File: src/rtl/hazard_pkg.sv
// Shared types and constants for the pipeline hazard sequencer.
package hazard_pkg;

   // Sequencer state: normal issue or multi-cycle op occupying EX
   typedef enum logic {
      RUN     = 1'b0,
      MD_BUSY = 1'b1
   } state_e;

   // Which rule is shaping the control outputs this cycle
   typedef enum logic [1:0] {
      NONE     = 2'd0,
      BRANCH   = 2'd1,
      MD       = 2'd2,
      LOAD_USE = 2'd3
   } hazard_cause_e;

   // Architectural zero register; never a real dependency
   localparam logic [4:0] REG_X0 = 5'd0;

   // True when the instruction in ID reads the register a load in EX writes
   function automatic logic load_use_match(
      input logic [4:0] rs1,
      input logic [4:0] rs2,
      input logic       uses_rs1,
      input logic       uses_rs2,
      input logic [4:0] rd,
      input logic       mem_read
   );
      return mem_read && (rd != REG_X0) &&
             ((uses_rs1 && (rs1 == rd)) || (uses_rs2 && (rs2 == rd)));
   endfunction

endpackage

File: src/rtl/hazard_control_unit_sat_counter.sv
// Enable-driven saturating event counter; sticks at all-ones.
module sat_counter #(
   parameter int W = 32
) (
   input  logic         clk,
   input  logic         rst,
   input  logic         en,
   output logic [W-1:0] count
);

   localparam logic [W-1:0] ONE = {{(W-1){1'b0}}, 1'b1};

   // Count enabled cycles, holding once every bit is set
   always_ff @(posedge clk or posedge rst) begin
      if (rst) begin
         count <= '0;
      end else if (en && (count != '1)) begin
         count <= count + ONE;
      end
   end

endmodule

File: src/rtl/hazard_control_unit.sv
// Hazard sequencer: load-use stall, taken-branch flush, multi-cycle EX hold,
// plus saturating stall/flush performance counters.
//
// Control outputs are Mealy: they respond in the same cycle as the inputs
// that raise the hazard. A multi-cycle op is held for MD_LATENCY-1 cycles
// (the detection cycle in RUN plus MD_LATENCY-2 cycles in MD_BUSY), then
// released on the MD_BUSY exit cycle when md_cnt has reached zero.
module hazard_control_unit
   import hazard_pkg::*;
#(
   parameter int MD_LATENCY = 8,
   parameter int CNT_W      = 32
) (
   input  logic             clk,
   input  logic             rst,
   input  logic [4:0]       rs1_if_id,
   input  logic [4:0]       rs2_if_id,
   input  logic             uses_rs1_if_id,
   input  logic             uses_rs2_if_id,
   input  logic [4:0]       rd_id_ex,
   input  logic             mem_read_id_ex,
   input  logic             md_op_id_ex,
   input  logic             branch_taken_ex,
   output logic             pc_write,
   output logic             if_id_write,
   output logic             if_id_flush,
   output logic             id_ex_flush,
   output logic             ex_hold,
   output logic             md_busy,
   output logic [CNT_W-1:0] stall_count,
   output logic [CNT_W-1:0] flush_count,
   output hazard_cause_e    cause
);

   // A latency of 1 finishes within the normal EX slot and never stalls
   localparam bit         MD_STALLS = (MD_LATENCY >= 2);
   localparam logic [7:0] MD_RELOAD = MD_STALLS ? 8'(MD_LATENCY - 2) : 8'd0;

   state_e     state, state_next;
   logic [7:0] md_cnt, md_cnt_next;
   logic       load_use;

   assign load_use = load_use_match(rs1_if_id, rs2_if_id, uses_rs1_if_id,
                                    uses_rs2_if_id, rd_id_ex, mem_read_id_ex);

   // State, latency counter and registered busy flag
   always_ff @(posedge clk or posedge rst) begin
      if (rst) begin
         state   <= RUN;
         md_cnt  <= 8'd0;
         md_busy <= 1'b0;
      end else begin
         state   <= state_next;
         md_cnt  <= md_cnt_next;
         md_busy <= (state_next == MD_BUSY);
      end
   end

   // Next state and prioritised hazard response
   always_comb begin
      state_next  = state;
      md_cnt_next = md_cnt;
      pc_write    = 1'b1;
      if_id_write = 1'b1;
      if_id_flush = 1'b0;
      id_ex_flush = 1'b0;
      ex_hold     = 1'b0;
      cause       = NONE;
      case (state)
         RUN: begin
            if (branch_taken_ex) begin
               if_id_flush = 1'b1;
               id_ex_flush = 1'b1;
               cause       = BRANCH;
            end else if (md_op_id_ex && MD_STALLS) begin
               pc_write    = 1'b0;
               if_id_write = 1'b0;
               ex_hold     = 1'b1;
               state_next  = MD_BUSY;
               md_cnt_next = MD_RELOAD;
               cause       = MD;
            end else if (load_use) begin
               pc_write    = 1'b0;
               if_id_write = 1'b0;
               id_ex_flush = 1'b1;
               cause       = LOAD_USE;
            end
         end
         MD_BUSY: begin
            if (md_cnt != 8'd0) begin
               pc_write    = 1'b0;
               if_id_write = 1'b0;
               ex_hold     = 1'b1;
               md_cnt_next = md_cnt - 8'd1;
               cause       = MD;
            end else begin
               state_next = RUN;
            end
         end
         default: state_next = RUN;
      endcase
   end

   sat_counter #(.W(CNT_W)) u_stall_cnt (
      .clk   (clk),
      .rst   (rst),
      .en    (~pc_write),
      .count (stall_count)
   );

   sat_counter #(.W(CNT_W)) u_flush_cnt (
      .clk   (clk),
      .rst   (rst),
      .en    (if_id_flush),
      .count (flush_count)
   );

endmodule
File: config.mk
export PLATFORM = sky130hd
export DESIGN_NAME = hazard_control_unit
export DESIGN_NICKNAME = d
export VERILOG_FILES = /design/src/rtl/hazard_pkg.sv /design/src/rtl/hazard_control_unit_sat_counter.sv /design/src/rtl/hazard_control_unit.sv
export SDC_FILE = /design/constraint.sdc
export NUM_CORES = 1
export LEC_CHECK = 0
export BUFFER_PORTS_ARGS = -buffer_cell sky130_fd_sc_hd__buf_2
export CORE_UTILIZATION = 48
export DETAILED_ROUTE_END_ITERATION = 6
export PLACE_DENSITY = 0.76
export REMOVE_ABC_BUFFERS = 1
export SLEW_MARGIN = 20
export SYNTH_ARGS = -nofsm -noshare
export SYNTH_HDL_FRONTEND = slang
export SYNTH_HIERARCHICAL = 1
export SYNTH_SLANG_ARGS = --single-unit
File: constraint.sdc
create_clock -name clk -period 2.5 [get_ports clk]
set_clock_uncertainty 0.1 [all_clocks]
set_input_delay 0.5 -clock clk [delete_from_list [all_inputs] [get_ports clk]]
set_output_delay 0.5 -clock clk [all_outputs]
set_load 0.01 [all_outputs]
==> run_results.csv <==
group,metric,value,unit
layout,fillCellCount,596,
layout,fin_nets,513,
sta,worst_pin_slew,0.713,ns
sta,max-slew-margin-rel,0.523,
detailed_routing,drc,1,
critical_path,regToRegStartpoint,"md_cnt[0]",
power_and_ir_drop,sw_frac_of_total,0.337,
layout,antenna_cells,0,
critical_path,critPathCaptureType,"flip-flop",
placed_design,place_inst,570,
power_and_ir_drop,netSwitchingPower,1360,uW
sta,slew_violations,0,
logic_synthesis,yosysWarningCount,6,
detailed_routing,viasPerCell,5.57,
sta,rsz0062_at_grt,"yes",
detailed_routing,ant_nets,0,
placed_design,place_area,4620,um2
clocking,cts_made_buffers,9,
layout,stdcell_count,594,
clocking,clk_pin_slew,0.09,ns
clocking,cts_buffer_depth,2,
logic_synthesis,netlist_area,3820,um2
placed_design,numPortBuffers,93,
sta,finalHoldViolCount,0,
critical_path,cp_max_fo,10,
run_status,outcome,"complete, but fails checks",
clocking,holdBufCountCts,0,
layout,fin_area,5140,um2
logic_synthesis,yosys.area.top_type,"dfrtp_1",
logic_synthesis,ys_seq_area_frac,0.478,
sta,worst_slack,-0.318,ns
detailed_routing,drt_iter0_drc,124,
clocking,clk_latency,0.34,ns
detailed_routing,totalWireLength,9170,um
run_status,violations,"design-rule violations, negative setup slack",
global_routing,grt_max_degree,33,
power_and_ir_drop,clkPwrFrac,0.285,
detailed_routing,wire_per_inst,15.4,um
global_routing,grt_use_total,0.230,
clocking,root_buffer,"clkbuf_8",
sta,setup_tns,-4.99,ns
placed_design,hpwlAfterDp,6420,um
floorplan,fp-row-count,32,
sta,min_period_over_period,1.13,
clocking,numClockSinks,73,
detailed_routing,vias,3310,
power_and_ir_drop,power_frac_seq,0.390,
global_routing,antenna_found_initial,0,
sta,fin_crit,2.82,ns
floorplan,die_w,91.3,um
logic_synthesis,ys.flop_type,"dfrtp_1",
min_path,hold_path.class,"input port to async pin",
detailed_routing,drt_pre_antenna_iters,6,
critical_path,reg2reg_depth,12,
flow_run,cap_violations,0,
sta,max_freq,355,MHz
global_routing,grt_overflow,0,
logic_synthesis,synth_top_cell_area_share,0.478,
floorplan,core-area,7730,um2
power_and_ir_drop,vdd_ir_drop_max,0.741,mV
power_and_ir_drop,p_leak,0.00249,uW
logic_synthesis,ys_top_cells_by_area,"dfrtp_1 48%, xnor2_1 12%, nand3_1 5.9%",
critical_path,timing.rr.end,"u_stall_cnt/count[21]",
global_routing,grt_pass1_vias,3250,
layout,syn2layout_area_growth,34.5,%
sta,whs,0.0505,ns
critical_path,cp_data_required_time,2.64,ns
floorplan,die_h,91.3,um
floorplan,start_util,0.495,
layout,regArea,1830,um2
logic_synthesis,synth_edf_count,0,
floorplan,ios,94,
layout,utilization,0.665,
logic_synthesis,async_flop_share,1.00,
placed_design,place_congestion,0.854,
logic_synthesis,netlist_instances,352,
logic_synthesis,synth_seq_cells,73,
global_routing,grt_pass1_wl,15300,um
critical_path,start_kind,"input port",
sta,finalSetupViolCount,22,
power_and_ir_drop,p_comb_frac,0.325,
critical_path,crit_type,"input port to flip-flop",
layout,multi_input_area,2060,um2
critical_path,r2r_slack,-0.15,ns
layout,drive_gt1_frac,0.398,
critical_path,arrival,2.95,ns
logic_synthesis,syn_area_per_cell,10.9,um2
power_and_ir_drop,p_int,2670,uW
power_and_ir_drop,p_per_area,784,nW/um2
clocking,cts_tree,"built",
floorplan,dieArea,8330,um2
logic_synthesis,yosysUniqueCellTypes,49,
clocking,htree_levels,3,
==> Yosys cell counts (all sizes together) (6+ instances only) <==
cell type,n
inv,12
dfrtp,73
clkbuf,6
nand4,22
a31oi,7
nand3,45
xnor2,54
nand2,22
xor2,12
nor4,7
nor2,13
and3,21
==> cell families after synthesis <==
kind of cell	Yosys count	share of synthesized area
AO/OA/AOI/OAI	35	0.0913
XOR/XNOR	66	0.151
multiplexers	4	0.0111
flip-flops	73	0.478
adder cells (fa/ha/maj)	4	0.0131
buffers and inverters	20	0.0222
AND/OR/NAND/NOR	150	0.233
==> registers in the layout, indices dropped and copies added, names as in the netlist <==
| name | count |
|---|---|
| md_cnt | 8 |
| state | 1 |
| u_stall_cnt/count | 32 |
| u_flush_cnt/count | 32 |
==> stage by stage <==
stage / setup WS (ns) / power, uW
2_1_floorplan: -1.25 / 2190
3_3_place_gp: -0.775 / 2650
3_5_place_dp: -0.881 / 2680
4_1_cts: -0.319 / 3950
5_1_grt: -0.394 / 4260
6_report: -0.318 / 4030
==> critical path, stage by stage <==
cell and delay, ns:
buf_6 0.10, xor2_2 0.17, nor4_2 0.30, a32oi_2 0.17, o41ai_2 0.29, buf_4 0.17, nand3_1 0.11, or4_4 0.45
a311oi_4 0.26, buf_12 0.17, nand4_1 0.12, xnor2_1 0.16
==> final cells by class <==
cell class / count / share of cell area
multi-input combinational: 259 / 0.401
sequential: 73 / 0.355
timing repair buffer: 132 / 0.162
tap: 102 / 0.0248
clock inverter: 7 / 0.0243
clock buffer: 9 / 0.0241
inverter: 12 / 0.00876
==> how the worst max path moves through the flow <==
stage,endpoint,cells past startpoint,start,slack [ns]
6_report,u_stall_cnt/count[21],12,rd_id_ex[3],-0.32
5_1_grt,u_stall_cnt/count[22],13,rd_id_ex[3],-0.39
3_5_place_dp,u_stall_cnt/count[26],11,rd_id_ex[1],-0.88
3_3_place_gp,u_stall_cnt/count[28],11,rd_id_ex[3],-0.77
4_1_cts,u_stall_cnt/count[20],12,rd_id_ex[2],-0.32
2_1_floorplan,u_stall_cnt/count[31],9,rd_id_ex[3],-1.25
==> metal layers <==
metal	GRT usage	vias up	wire (um)
met4	0.0899	0	149
met1	0.286	1618	4040
met2	0.383	114	4550
met5	0	-	0
li1	-	1564	-
met3	0.0595	14	427
==> cells in the final DEF, fill, tap and decap left out, types with 3 or more instances in the layout <==
cell / n
bufinv_16: 3
or4_4: 3
xnor2_1: 53
clkbuf_8: 9
xor2_1: 11
ha_1: 4
nor2_1: 12
a21oi_1: 5
and4_2: 3
nand3_2: 4
a31oi_1: 6
buf_4: 33
nand4_1: 20
buf_6: 10
nand2_1: 17
nand2_2: 4
nor4_4: 3
a41oi_1: 3
nand3_1: 40
dfrtp_1: 72
nor4_2: 3
and3_1: 21
inv_1: 10
buf_2: 87
==> repair_timing <==
item                       4_1_cts  5_1_grt
pin swaps                       15       14
resized for setup               22       22
setup buffers                    7        3
setup endpoints to repair       27       34
==> power groups by stage <==
stage / Combinational (uW) / Clock, uW / Sequential (uW)
after global routing: 1450 / 1210 / 1590
after floorplan: 605 / 0 / 1580
after global placement: 1090 / 0 / 1560
after detailed placement: 1120 / 0 / 1560
final: 1310 / 1150 / 1570
after CTS: 1220 / 1180 / 1550
Note: power is estimated with default switching activity, not from simulation.
